**src/rtl/obstacle_field_engine_if.sv**
```systemverilog
// -----------------------------------------------------------------------------
// obstacle_field_engine_if
//
// Bundles the signals exchanged between the game FSM / display side and the
// obstacle field engine. Clock and reset stay as plain ports on the engine.
//
//   state        game FSM state: 00 START, 01 PLAYING, 10 INSTRUCTIONS,
//                11 GAME_OVER
//   key_left     active-low pushbutton, already synchronised upstream
//   key_right    active-low pushbutton, already synchronised upstream
//   player_lane  current player lane, 0..3
//   obstacle_map 4 bits per row; bits [4r+3:4r] are row r, bit k = lane k
//   collision    one-cycle pulse per new hit
//   tick         one-cycle pulse on each game step
//   score        ticks survived, saturating at 16'hFFFF
//
// Modports:
//   master  the game side: drives state and keys, observes the engine outputs
//   slave   the engine itself
// -----------------------------------------------------------------------------
interface obstacle_field_engine_if #(
  parameter int unsigned ROWS = 8
);

  logic [1:0]          state;
  logic                key_left;
  logic                key_right;
  logic [1:0]          player_lane;
  logic [4*ROWS-1:0]   obstacle_map;
  logic                collision;
  logic                tick;
  logic [15:0]         score;

  modport master (
    output state,
    output key_left,
    output key_right,
    input  player_lane,
    input  obstacle_map,
    input  collision,
    input  tick,
    input  score
  );

  modport slave (
    input  state,
    input  key_left,
    input  key_right,
    output player_lane,
    output obstacle_map,
    output collision,
    output tick,
    output score
  );

endinterface : obstacle_field_engine_if

```
**src/rtl/obstacle_field_engine.sv**
```systemverilog
// -----------------------------------------------------------------------------
// obstacle_field_engine
//
// Gameplay core feeding the game FSM's collision input. Keeps the player lane
// and a ROWS-deep, 4-lane obstacle field that scrolls one row toward the
// player on every game tick. New rows come from a 16-bit Fibonacci LFSR and
// are never fully blocked. A hit on row 0 raises a registered one-cycle
// collision pulse and opens an invulnerability window of INVULN_TICKS ticks.
//
// Ports:
//   clk   system clock
//   rst   asynchronous, active-low reset
//   bus   obstacle_field_engine_if.slave (state, keys in; lane, map,
//         collision, tick, score out)
//
// Parameters:
//   TICK_DIV      clock cycles per game step (>= 2)
//   ROWS          field depth (>= 2); row 0 is the player row, ROWS-1 spawns
//   INVULN_TICKS  ticks of hit immunity after a collision (>= 1)
//   LFSR_SEED     LFSR reset value (nonzero)
//
// State handling:
//   START         clears field, score, invulnerability and tick counter,
//                 recentres the lane; the LFSR keeps running state so each
//                 game gets a different field
//   PLAYING       everything live
//   INSTRUCTIONS,
//   GAME_OVER     everything frozen so the display keeps the final picture
// -----------------------------------------------------------------------------
module obstacle_field_engine #(
  parameter int unsigned TICK_DIV     = 2500000,
  parameter int unsigned ROWS         = 8,
  parameter int unsigned INVULN_TICKS = 4,
  parameter logic [15:0] LFSR_SEED    = 16'hACE1
) (
  input  logic                    clk,
  input  logic                    rst,
  obstacle_field_engine_if.slave  bus
);

  // ---------------------------------------------------------------------------
  // Local types and constants
  // ---------------------------------------------------------------------------
  typedef enum logic [1:0] {
    ST_START        = 2'b00,
    ST_PLAYING      = 2'b01,
    ST_INSTRUCTIONS = 2'b10,
    ST_GAME_OVER    = 2'b11
  } game_state_e;

  localparam int unsigned CNT_W = $clog2(TICK_DIV);
  localparam int unsigned IV_W  = $clog2(INVULN_TICKS + 1);
  localparam int unsigned MAP_W = 4 * ROWS;

  localparam logic [CNT_W-1:0] CNT_LAST    = CNT_W'(TICK_DIV - 1);
  localparam logic [IV_W-1:0]  INVULN_LOAD = IV_W'(INVULN_TICKS);

  // ---------------------------------------------------------------------------
  // Spawn pattern for the next top row, taken from the current LFSR value.
  // A quarter of the time (bits 7:6 == 0) the row is empty; otherwise the low
  // nibble is used, and if that would block all four lanes one lane chosen by
  // bits 5:4 is opened so the player always has an escape.
  // ---------------------------------------------------------------------------
  function automatic logic [3:0] spawn_row(input logic [15:0] lfsr);
    logic [3:0] row;
    row = lfsr[3:0];
    if (lfsr[7:6] == 2'b00) begin
      row = 4'h0;
    end else if (lfsr[3:0] == 4'hF) begin
      row[lfsr[5:4]] = 1'b0;
    end
    return row;
  endfunction

  // ---------------------------------------------------------------------------
  // Registers
  // ---------------------------------------------------------------------------
  logic              key_left_q,  key_left_d;
  logic              key_right_q, key_right_d;
  logic [1:0]        lane_q,      lane_d;
  logic [MAP_W-1:0]  map_q,       map_d;
  logic              collision_q, collision_d;
  logic              tick_q,      tick_d;
  logic [15:0]       score_q,     score_d;
  logic [CNT_W-1:0]  cnt_q,       cnt_d;
  logic [IV_W-1:0]   invuln_q,    invuln_d;
  logic [15:0]       lfsr_q,      lfsr_d;

  // ---------------------------------------------------------------------------
  // Decoded inputs and helper terms
  // ---------------------------------------------------------------------------
  game_state_e game_state;
  logic        playing;
  logic        press_left;
  logic        press_right;
  logic [3:0]  row0;
  logic        hit;
  logic        lfsr_fb;

  assign game_state = game_state_e'(bus.state);
  assign playing    = (game_state == ST_PLAYING);

  // Active-low buttons: a press is the 1 -> 0 transition against last cycle.
  assign press_left  = key_left_q  & ~bus.key_left;
  assign press_right = key_right_q & ~bus.key_right;

  // Hit test always looks at the registered map and lane, i.e. the field and
  // lane as they are before this cycle's shift or move.
  assign row0 = map_q[3:0];
  assign hit  = row0[lane_q];

  // x^16 + x^14 + x^13 + x^11 + 1, shifting left with feedback into bit 0.
  assign lfsr_fb = lfsr_q[15] ^ lfsr_q[13] ^ lfsr_q[12] ^ lfsr_q[10];

  // ---------------------------------------------------------------------------
  // Next-state logic
  // ---------------------------------------------------------------------------
  always_comb begin
    // NOTE: every signal written in this block gets a default first, so no
    // path through the case statement can leave one unassigned (no latches).
    key_left_d  = bus.key_left;
    key_right_d = bus.key_right;
    lane_d      = lane_q;
    map_d       = map_q;
    collision_d = 1'b0;
    tick_d      = 1'b0;
    score_d     = score_q;
    cnt_d       = cnt_q;
    invuln_d    = invuln_q;
    lfsr_d      = lfsr_q;

    case (game_state)
      ST_START: begin
        lane_d   = 2'd1;
        map_d    = '0;
        score_d  = '0;
        cnt_d    = '0;
        invuln_d = '0;
      end

      ST_PLAYING: begin
        // Game step: tick_q is high exactly in the cycle the tick output is
        // shown, so all per-step updates happen on that cycle's closing edge.
        if (tick_q) begin
          map_d  = {spawn_row(lfsr_q), map_q[MAP_W-1:4]};
          lfsr_d = {lfsr_q[14:0], lfsr_fb};
          if (score_q != 16'hFFFF) begin
            score_d = score_q + 16'd1;
          end
          if (invuln_q != '0) begin
            invuln_d = invuln_q - IV_W'(1);
          end
        end

        // Written after the decrement so a fresh hit reloads the window even
        // when a tick lands in the same cycle.
        if (hit && (invuln_q == '0)) begin
          collision_d = 1'b1;
          invuln_d    = INVULN_LOAD;
        end

        // Both buttons in the same cycle cancel out.
        if (press_left && !press_right) begin
          if (lane_q != 2'd0) begin
            lane_d = lane_q - 2'd1;
          end
        end else if (press_right && !press_left) begin
          if (lane_q != 2'd3) begin
            lane_d = lane_q + 2'd1;
          end
        end

        if (cnt_q == CNT_LAST) begin
          cnt_d  = '0;
          tick_d = 1'b1;
        end else begin
          cnt_d = cnt_q + CNT_W'(1);
        end
      end

      default: begin
        // INSTRUCTIONS / GAME_OVER: hold everything. tick_d and collision_d
        // stay at their zero defaults, which also drops a step that was
        // pending when PLAYING was left.
      end
    endcase
  end

  // ---------------------------------------------------------------------------
  // State registers
  // ---------------------------------------------------------------------------
  always_ff @(posedge clk or negedge rst) begin
    if (!rst) begin
      // NOTE: sequential state uses non-blocking assignments only, so every
      // register samples the pre-edge value of every other register.
      key_left_q  <= 1'b1;
      key_right_q <= 1'b1;
      lane_q      <= 2'd1;
      map_q       <= '0;
      collision_q <= 1'b0;
      tick_q      <= 1'b0;
      score_q     <= '0;
      cnt_q       <= '0;
      invuln_q    <= '0;
      lfsr_q      <= LFSR_SEED;
    end else begin
      key_left_q  <= key_left_d;
      key_right_q <= key_right_d;
      lane_q      <= lane_d;
      map_q       <= map_d;
      collision_q <= collision_d;
      tick_q      <= tick_d;
      score_q     <= score_d;
      cnt_q       <= cnt_d;
      invuln_q    <= invuln_d;
      lfsr_q      <= lfsr_d;
    end
  end

  // ---------------------------------------------------------------------------
  // Outputs
  // ---------------------------------------------------------------------------
  assign bus.player_lane  = lane_q;
  assign bus.obstacle_map = map_q;
  assign bus.collision    = collision_q;
  assign bus.score        = score_q;
  // A step that was pending when PLAYING was left is never shown.
  assign bus.tick         = tick_q & playing;

endmodule : obstacle_field_engine

```
**src/flat_wrapper.sv**
```systemverilog
// flat-port wrapper written by rule: the top's interface ports become plain ports
module obstacle_field_engine_flat 
#(
  parameter int unsigned TICK_DIV     = 2500000,
  parameter int unsigned ROWS         = 8,
  parameter int unsigned INVULN_TICKS = 4,
  parameter logic [15:0] LFSR_SEED    = 16'hACE1
)
  (clk, rst, bus_state, bus_key_left, bus_key_right, bus_player_lane, bus_obstacle_map, bus_collision, bus_tick, bus_score);
  obstacle_field_engine_if #(.ROWS(ROWS)) bus_i ();
  input  logic clk;
  input  logic rst;
  input wire logic [$bits(bus_i.state)-1:0] bus_state;
  input wire logic [$bits(bus_i.key_left)-1:0] bus_key_left;
  input wire logic [$bits(bus_i.key_right)-1:0] bus_key_right;
  output wire logic [$bits(bus_i.player_lane)-1:0] bus_player_lane;
  output wire logic [$bits(bus_i.obstacle_map)-1:0] bus_obstacle_map;
  output wire logic [$bits(bus_i.collision)-1:0] bus_collision;
  output wire logic [$bits(bus_i.tick)-1:0] bus_tick;
  output wire logic [$bits(bus_i.score)-1:0] bus_score;
  assign bus_i.state = bus_state;
  assign bus_i.key_left = bus_key_left;
  assign bus_i.key_right = bus_key_right;
  assign bus_player_lane = bus_i.player_lane;
  assign bus_obstacle_map = bus_i.obstacle_map;
  assign bus_collision = bus_i.collision;
  assign bus_tick = bus_i.tick;
  assign bus_score = bus_i.score;
  obstacle_field_engine #(.TICK_DIV(TICK_DIV), .ROWS(ROWS), .INVULN_TICKS(INVULN_TICKS), .LFSR_SEED(LFSR_SEED)) u_core (.clk(clk), .rst(rst), .bus(bus_i));
endmodule
```
**config.mk**
```make
export PLATFORM = sky130hd
export DESIGN_NAME = obstacle_field_engine_flat
export DESIGN_NICKNAME = d
export VERILOG_FILES = /design/src/rtl/obstacle_field_engine_if.sv /design/src/rtl/obstacle_field_engine.sv /design/src/flat_wrapper.sv
export SDC_FILE = /design/constraint.sdc
export NUM_CORES = 1
export LEC_CHECK = 0
export CAP_MARGIN = 20
export CORE_ASPECT_RATIO = 0.5
export CORE_MARGIN = 1.5
export CORE_UTILIZATION = 50
export CTS_CLUSTER_SIZE = 24
export DETAILED_ROUTE_END_ITERATION = 6
export PLACE_DENSITY_LB_ADDON = 0.3
export SYNTH_ARGS = -nofsm -noshare
export SYNTH_HDL_FRONTEND = slang
export SYNTH_SLANG_ARGS = --single-unit
```
**constraint.sdc**
```tcl
create_clock -name clk -period 2.15 [get_ports clk]
set_clock_uncertainty 0.2 [all_clocks]
set_input_delay 0.43 -clock clk [delete_from_list [all_inputs] [get_ports clk]]
set_output_delay 0.43 -clock clk [all_outputs]
set_load 0.01 [all_outputs]
```
==> metrics.txt, run 1 <==
Setup TNS=-0.769 ns; I/O pins=58; Post-Syn Area=0.00445 mm^2; # fillers=641; Initial DRT Pass Iterations=6; Setup CP Type=flop to flop; Die Ht=69.7 um; Final min period=2.26 ns; Clock Latency Late Sink=0.35 ns; Worst EP required=2.19 ns; area of the multi-input gates=0.00207 mm^2; CP max stage cell=or4b_4; Synth Instances=449; syn nets=460; Setup Slack @ Placement=-0.319 ns; crit path buf inv count=2; placement-stage cell area=0.00561 mm^2; vias in the first global route=3892; post-synthesis area per instance=9.92 um^2; via/cell ratio=5.71; Storage cell area=0.00239 mm^2; commonest non-fill, non-tap cell in the layout=dfrtp_1; grt met2 use=0.418; global-route wire length before repair=19300 um; Worst-Margin Slew=0.460 ns; critical-path cell list=or4b_4 -> nor4_4 -> a21oi_2 -> buf_12 -> buf_12 -> a21o_1 -> a22o_1; M3 GR Usage=0.0592; max_cap viols=0; Crit path largest cell delay=0.55 ns; vias=3954; IO Port Bufs=57; LEAKAGE=0.00278 uW; failing checks=negative setup slack; hold_ws=0.262 ns; crit-path max FO=6; die width=136 um; final hold vios=0; full die area=0.00952 mm^2; R2R Setup Slk=-0.11 ns; CTS tree=done; hold path start=u_core.lfsr_q[6]; diode count=0; wire per inst=16.7 um; Layout area overhead=38.4%; Finished Core Util=0.710; Initial Util=0.513; layout cells sized above 1=0.229; cts bufs inserted=9; clk root buf=clkbuf_16; power density over the cells=607 mW/mm^2; status=complete, but fails checks; DR iter-0 viols=237; Finished Cell Area=0.00616 mm^2; Clock Sinks=95; Peak Freq=0.443 GHz; unrepaired setup endpoints after global routing=yes; Setup crit end kind=flop; Yosys warning count=0; Routed WL=11500 um; part of the Yosys area used for sequential elements=0.537; number of distinct library cells after synthesis=50; Reg2Reg Depth=7; clk buf depth=2; initial antenna violation count=0; Max rail drop VDD=0.000437 V; Tcrit/Tclk final=1.05; detailed placement HPWL=7560 um; num rows=24; capturing point of the worst reg2reg path=u_core.cnt_q[11]; #FFs+latches synth=95; largest net degree at the start of global routing=44; H-tree depth=3; M1 GR Usage=0.350; Antenna Nets Post-Route=0; fin worst setup slack=-0.109 ns; EDFF count, synth=0; Worst Hold Depth=2; most frequent cells in the layout=dfrtp_1 (84), nand2_1 (81), buf_4 (64); Core ar.=0.00868 mm^2; reg-to-reg startpoint=u_core.cnt_q[5]; detailed-route DRC error count=0; CP Data Arrival Time=2.30 ns; Synth Flop Type=dfrtp_1; Congestion Overflow GR=0; routability cong.=0.929; Max Slew Vio Count=0; hold crit path type=flop to flop; hold path endpoint=u_core.lfsr_q[7]; Async S/R FF share, synth=1.00; Top delay family on crit path=simple AND/OR/NAND/NOR gates; Crit path top cell by count=buf_12; CP Launch Type=flop; Total GRT Usage=0.259; busiest layer in global routing=met2; setup violators final=12; Relative slew margins=0.690; Post-layout nets=582; clock-pin slew of the registers on the worst-case setup and hold paths=0.07 ns
==> worst max path at each step <==
stage,start,endpoint,slack [ns],depth (start not counted)
6_report,u_core.cnt_q[5],u_core.cnt_q[11],-0.11,7
5_1_grt,u_core.cnt_q[5],u_core.cnt_q[19],-0.20,7
4_1_cts,u_core.cnt_q[11],u_core.cnt_q[11],-0.13,7
3_5_place_dp,bus_state[0],bus_tick,-0.32,5
3_3_place_gp,bus_state[0],bus_tick,-0.32,5
2_1_floorplan,bus_state[1],bus_tick,0.01,5
==> state kept, by name (all words and copies together) (netlist names) <==
register                 flops
u_core.bus.collision         1
u_core.bus.obstacle_map     32
u_core.bus.player_lane       2
u_core.bus.score            16
u_core.cnt_q                22
u_core.invuln_q              3
u_core.key_left_q            1
u_core.key_right_q           1
u_core.lfsr_q               16
u_core.tick_q                1
==> worst reg2reg max path, delay by kind of cell (launching register included) <==
kind,cells,cell delay (ns)
compound gates,3,0.48
simple gates,2,0.83
flops,1,0.38
buf+inv,2,0.27
==> layer usage <==
layer / part of all wire / wire (um)
met5: 0 / 0
met4: 0.014 / 165
met2: 0.49 / 5690
met3: 0.045 / 515
met1: 0.45 / 5170
==> final cells by class <==
| class | count | share of cell area |
|---|---|---|
| inverter | 15 | 0.00914 |
| timing repair buffer | 132 | 0.196 |
| multi-input combinational | 318 | 0.336 |
| clock inverter | 5 | 0.00751 |
| tap | 117 | 0.0238 |
| sequential | 95 | 0.388 |
| clock buffer | 11 | 0.0394 |
==> cells in the mapped netlist (2+ instances only) <==
library cell  count  share of area
or2_2             2         0.0028
xnor2_1           4         0.0079
or4b_1            2         0.0045
buf_2             4         0.0045
a31oi_1          21          0.030
a32o_1            3         0.0067
o211ai_1          6          0.010
clkinv_1          2         0.0017
dfrtp_1          84           0.47
nor2b_1           2         0.0028
o21ai_0          17          0.019
a41oi_1           3         0.0059
a21o_1            3         0.0051
a21oi_1          16          0.018
nand3_1          26          0.029
dfstp_2          11          0.065
nand2_1          84          0.071
xor2_1            2         0.0039
and3_1            9          0.013
nand4_1          11          0.015
a22o_1           32          0.063
mux2i_1           5          0.011
inv_1            13          0.011
ha_1              5          0.014
o31ai_1           3         0.0051
nand3b_1          2         0.0034
and4_1            7          0.014
nor3_1            6         0.0067
clkbuf_1         15          0.013
nand2b_1          3         0.0042
nor2_1           24          0.020
or3_1             4         0.0056
==> report_power, final <==
group | leakage (uW) | total [uW] | switching (uW) | internal [uW]
clock | 0.000143 | 1570 | 735 | 840
combinational | 0.00136 | 333 | 178 | 155
sequential | 0.00128 | 1830 | 18.6 | 1820
total | 0.00278 | 3740 | 932 | 2810
==> metrics by stage <==
step,instances,total power [uW]
floorplan,449,2000
detailed placement,666,2160
finish,693,3740
CTS,689,3760
global placement,666,2150
global route,693,3880
==> repair_timing <==
item                                    in CTS  in global routing
endpoints found under the hold margin       17                  0
gates resized for setup                     17                 22
pin swaps                                   11                 12
buffers inserted                             6                  7
gates cloned                                 1                  0
hold buffers                                 1                  0
endpoints found under the setup margin      18                 23
==> kinds of logic after synthesis <==
group / synth area share
AND/OR/NAND/NOR: 0.203
AO/OA/AOI/OAI: 0.182
multiplexers: 0.0188
buffers and inverters: 0.0332
flip-flops: 0.537
XOR/XNOR: 0.0118
adder cells (fa/ha/maj): 0.0140
Note: power is estimated with default switching activity, not from simulation.
==> run 2, diff against run 1 <==
- CORE_UTILIZATION: 50 -> 55
- clock period: 2.15 -> 2.5 ns (I/O delays scaled with it)
==> run 2 against run 1 <==
  * Critical path depth shrank 2
  * Critical path type is now input pin to primary output
  * Die area is 8.8% lower
  * Global-route usage rose by 0.79 points
  * Largest cell class unchanged
  * The flow now finishes without violations
  * Sequential share of layout area up 3.8 points
  * Register-to-register slack gained 0.29 ns
  * Sequential power decreased by 13%
  * Cell count decreased by 8.4%
==> metrics.txt, run 2 (same netlist as run 1, synthesis figures left out) <==
Relative slew margins=0.485; unrepaired setup endpoints after global routing=no; wire per inst=16.1 um; most frequent cells in the layout=nand2_1 (84), dfrtp_1 (84), clkdlybuf4s50_1 (55); Antenna Nets Post-Route=0; clk buf depth=2; Top delay family on crit path=buffers and inverters; Initial Util=0.588; Total GRT Usage=0.267; Post-layout nets=533; status=finished, final reports clean; die width=130 um; Congestion Overflow GR=0; I/O pins=58; crit path buf inv count=3; M1 GR Usage=0.358; max_cap viols=0; CP max stage cell=clkdlybuf4s50_1; busiest layer in global routing=met2; clk root buf=clkbuf_16; setup repair bufs after CTS=0; Cell Count, Final, Fillers Out=635; detailed-route DRC error count=0; detailed placement HPWL=6940 um; Peak Freq=0.427 GHz; largest net degree at the start of global routing=44; num rows=22; global-route wire length before repair=17600 um; power density over the cells=572 mW/mm^2; Routed WL=10200 um; Clock Latency Late Sink=0.35 ns; setup violators final=0; Worst-Margin Slew=0.764 ns; final hold vios=0; Worst EP required=1.80 ns; initial antenna violation count=0; LEAKAGE=0.00250 uW; DR iter-0 viols=270; dpl cells=618; layout cells sized above 1=0.118; vias=3769; cts bufs inserted=9; Final Power=3210 uW; diode count=0; M3 GR Usage=0.0635; H-tree depth=3; Setup CP Type=input pin to primary output; Initial DRT Pass Iterations=7; Crit path largest cell delay=0.48 ns; routability cong.=0.907; CP Launch Type=input pin; Die Ht=66.6 um; grt met2 use=0.435; vias in the first global route=3628; Core ar.=0.00757 mm^2; Final min period=2.34 ns; hold crit path type=flop to flop; CTS tree=done; full die area=0.00868 mm^2; IO Port Bufs=57; CP Data Arrival Time=1.64 ns; Layout area overhead=26.0%; Max rail drop VDD=0.000401 V; clock-pin slew of the registers on the worst-case setup and hold paths=0.07 ns; crit-path max FO=2; critical-path cell list=clkdlybuf4s50_1 -> nor2b_2 -> nand2_1 -> clkinv_1 -> dlygate4sd2_1; max reg flops=32; Tcrit/Tclk final=0.937; Setup crit end kind=primary output; Clock Sinks=95; Max Slew Vio Count=0; via/cell ratio=5.94
[run 2: what timing repair did]
action,CTS,global route
hold endpoints to repair,21,0
setup endpoints to repair,1,0
hold buffers,1,0
resized for setup,2,0
[run 2: layout make-up]
type / count / area [um^2]
clock buffers: 11 / 243
clock inverters: 5 / 65.1
fillers: 542 / 1960
inverters: 15 / 56.3
multi-input cells: 318 / 1920
flip-flops and latches: 95 / 2390
well taps: 108 / 135
repair buffers: 83 / 802
[run 2: per-layer routing]
metal | share of wire | vias up
met4 | 0.016 | 0
met1 | 0.46 | 1837
li1 | - | 1794
met2 | 0.47 | 118
met5 | 0 | -
met3 | 0.051 | 20
[run 2: worst register-to-register path: cells and delay by family, from the launching register on]
family                   cells  cell delay (ns)
AO/OA/AOI/OAI                2             0.91
flip-flops                   1             0.44
AND/OR/NAND/NOR              3             0.39
adder cells (fa/ha/maj)      1             0.27
[run 2: worst paths after layout]
kind | depth (start not counted) | slack (ns) | endpoint | from
max | 5 | 0.16 | bus_tick | bus_state[0]
min | 2 | 0.26 | u_core.lfsr_q[11] | u_core.lfsr_q[11]
max reg2reg | 6 | 0.18 | u_core.bus.score[6] | u_core.bus.score[0]
min reg2reg | 2 | 0.26 | u_core.lfsr_q[11] | u_core.lfsr_q[11]
max in group asynchronous | 3 | 1.07 | u_core.bus.player_lane[0] | rst
min in group asynchronous | 2 | 0.40 | u_core.cnt_q[21] | rst
[run 2: report_power, final]
part,internal [uW],switching (uW)
clock,813,597
sequential,1560,28.6
combinational,90.3,120
[run 2: through the flow]
stage                     setup TNS (ns)  setup WS [ns]  area (um^2)  hold slack, ns   util
after floorplan                        0          0.224         4450         0.00441      -
after global placement           -0.0881        -0.0881         5290           0.227  0.699
after detailed placement          -0.175         -0.122         5290           0.223  0.699
after CTS                              0          0.174         5610           0.260  0.741
after global routing                   0         0.0576         5610           0.287  0.741
final                                  0          0.157         5610           0.258  0.741
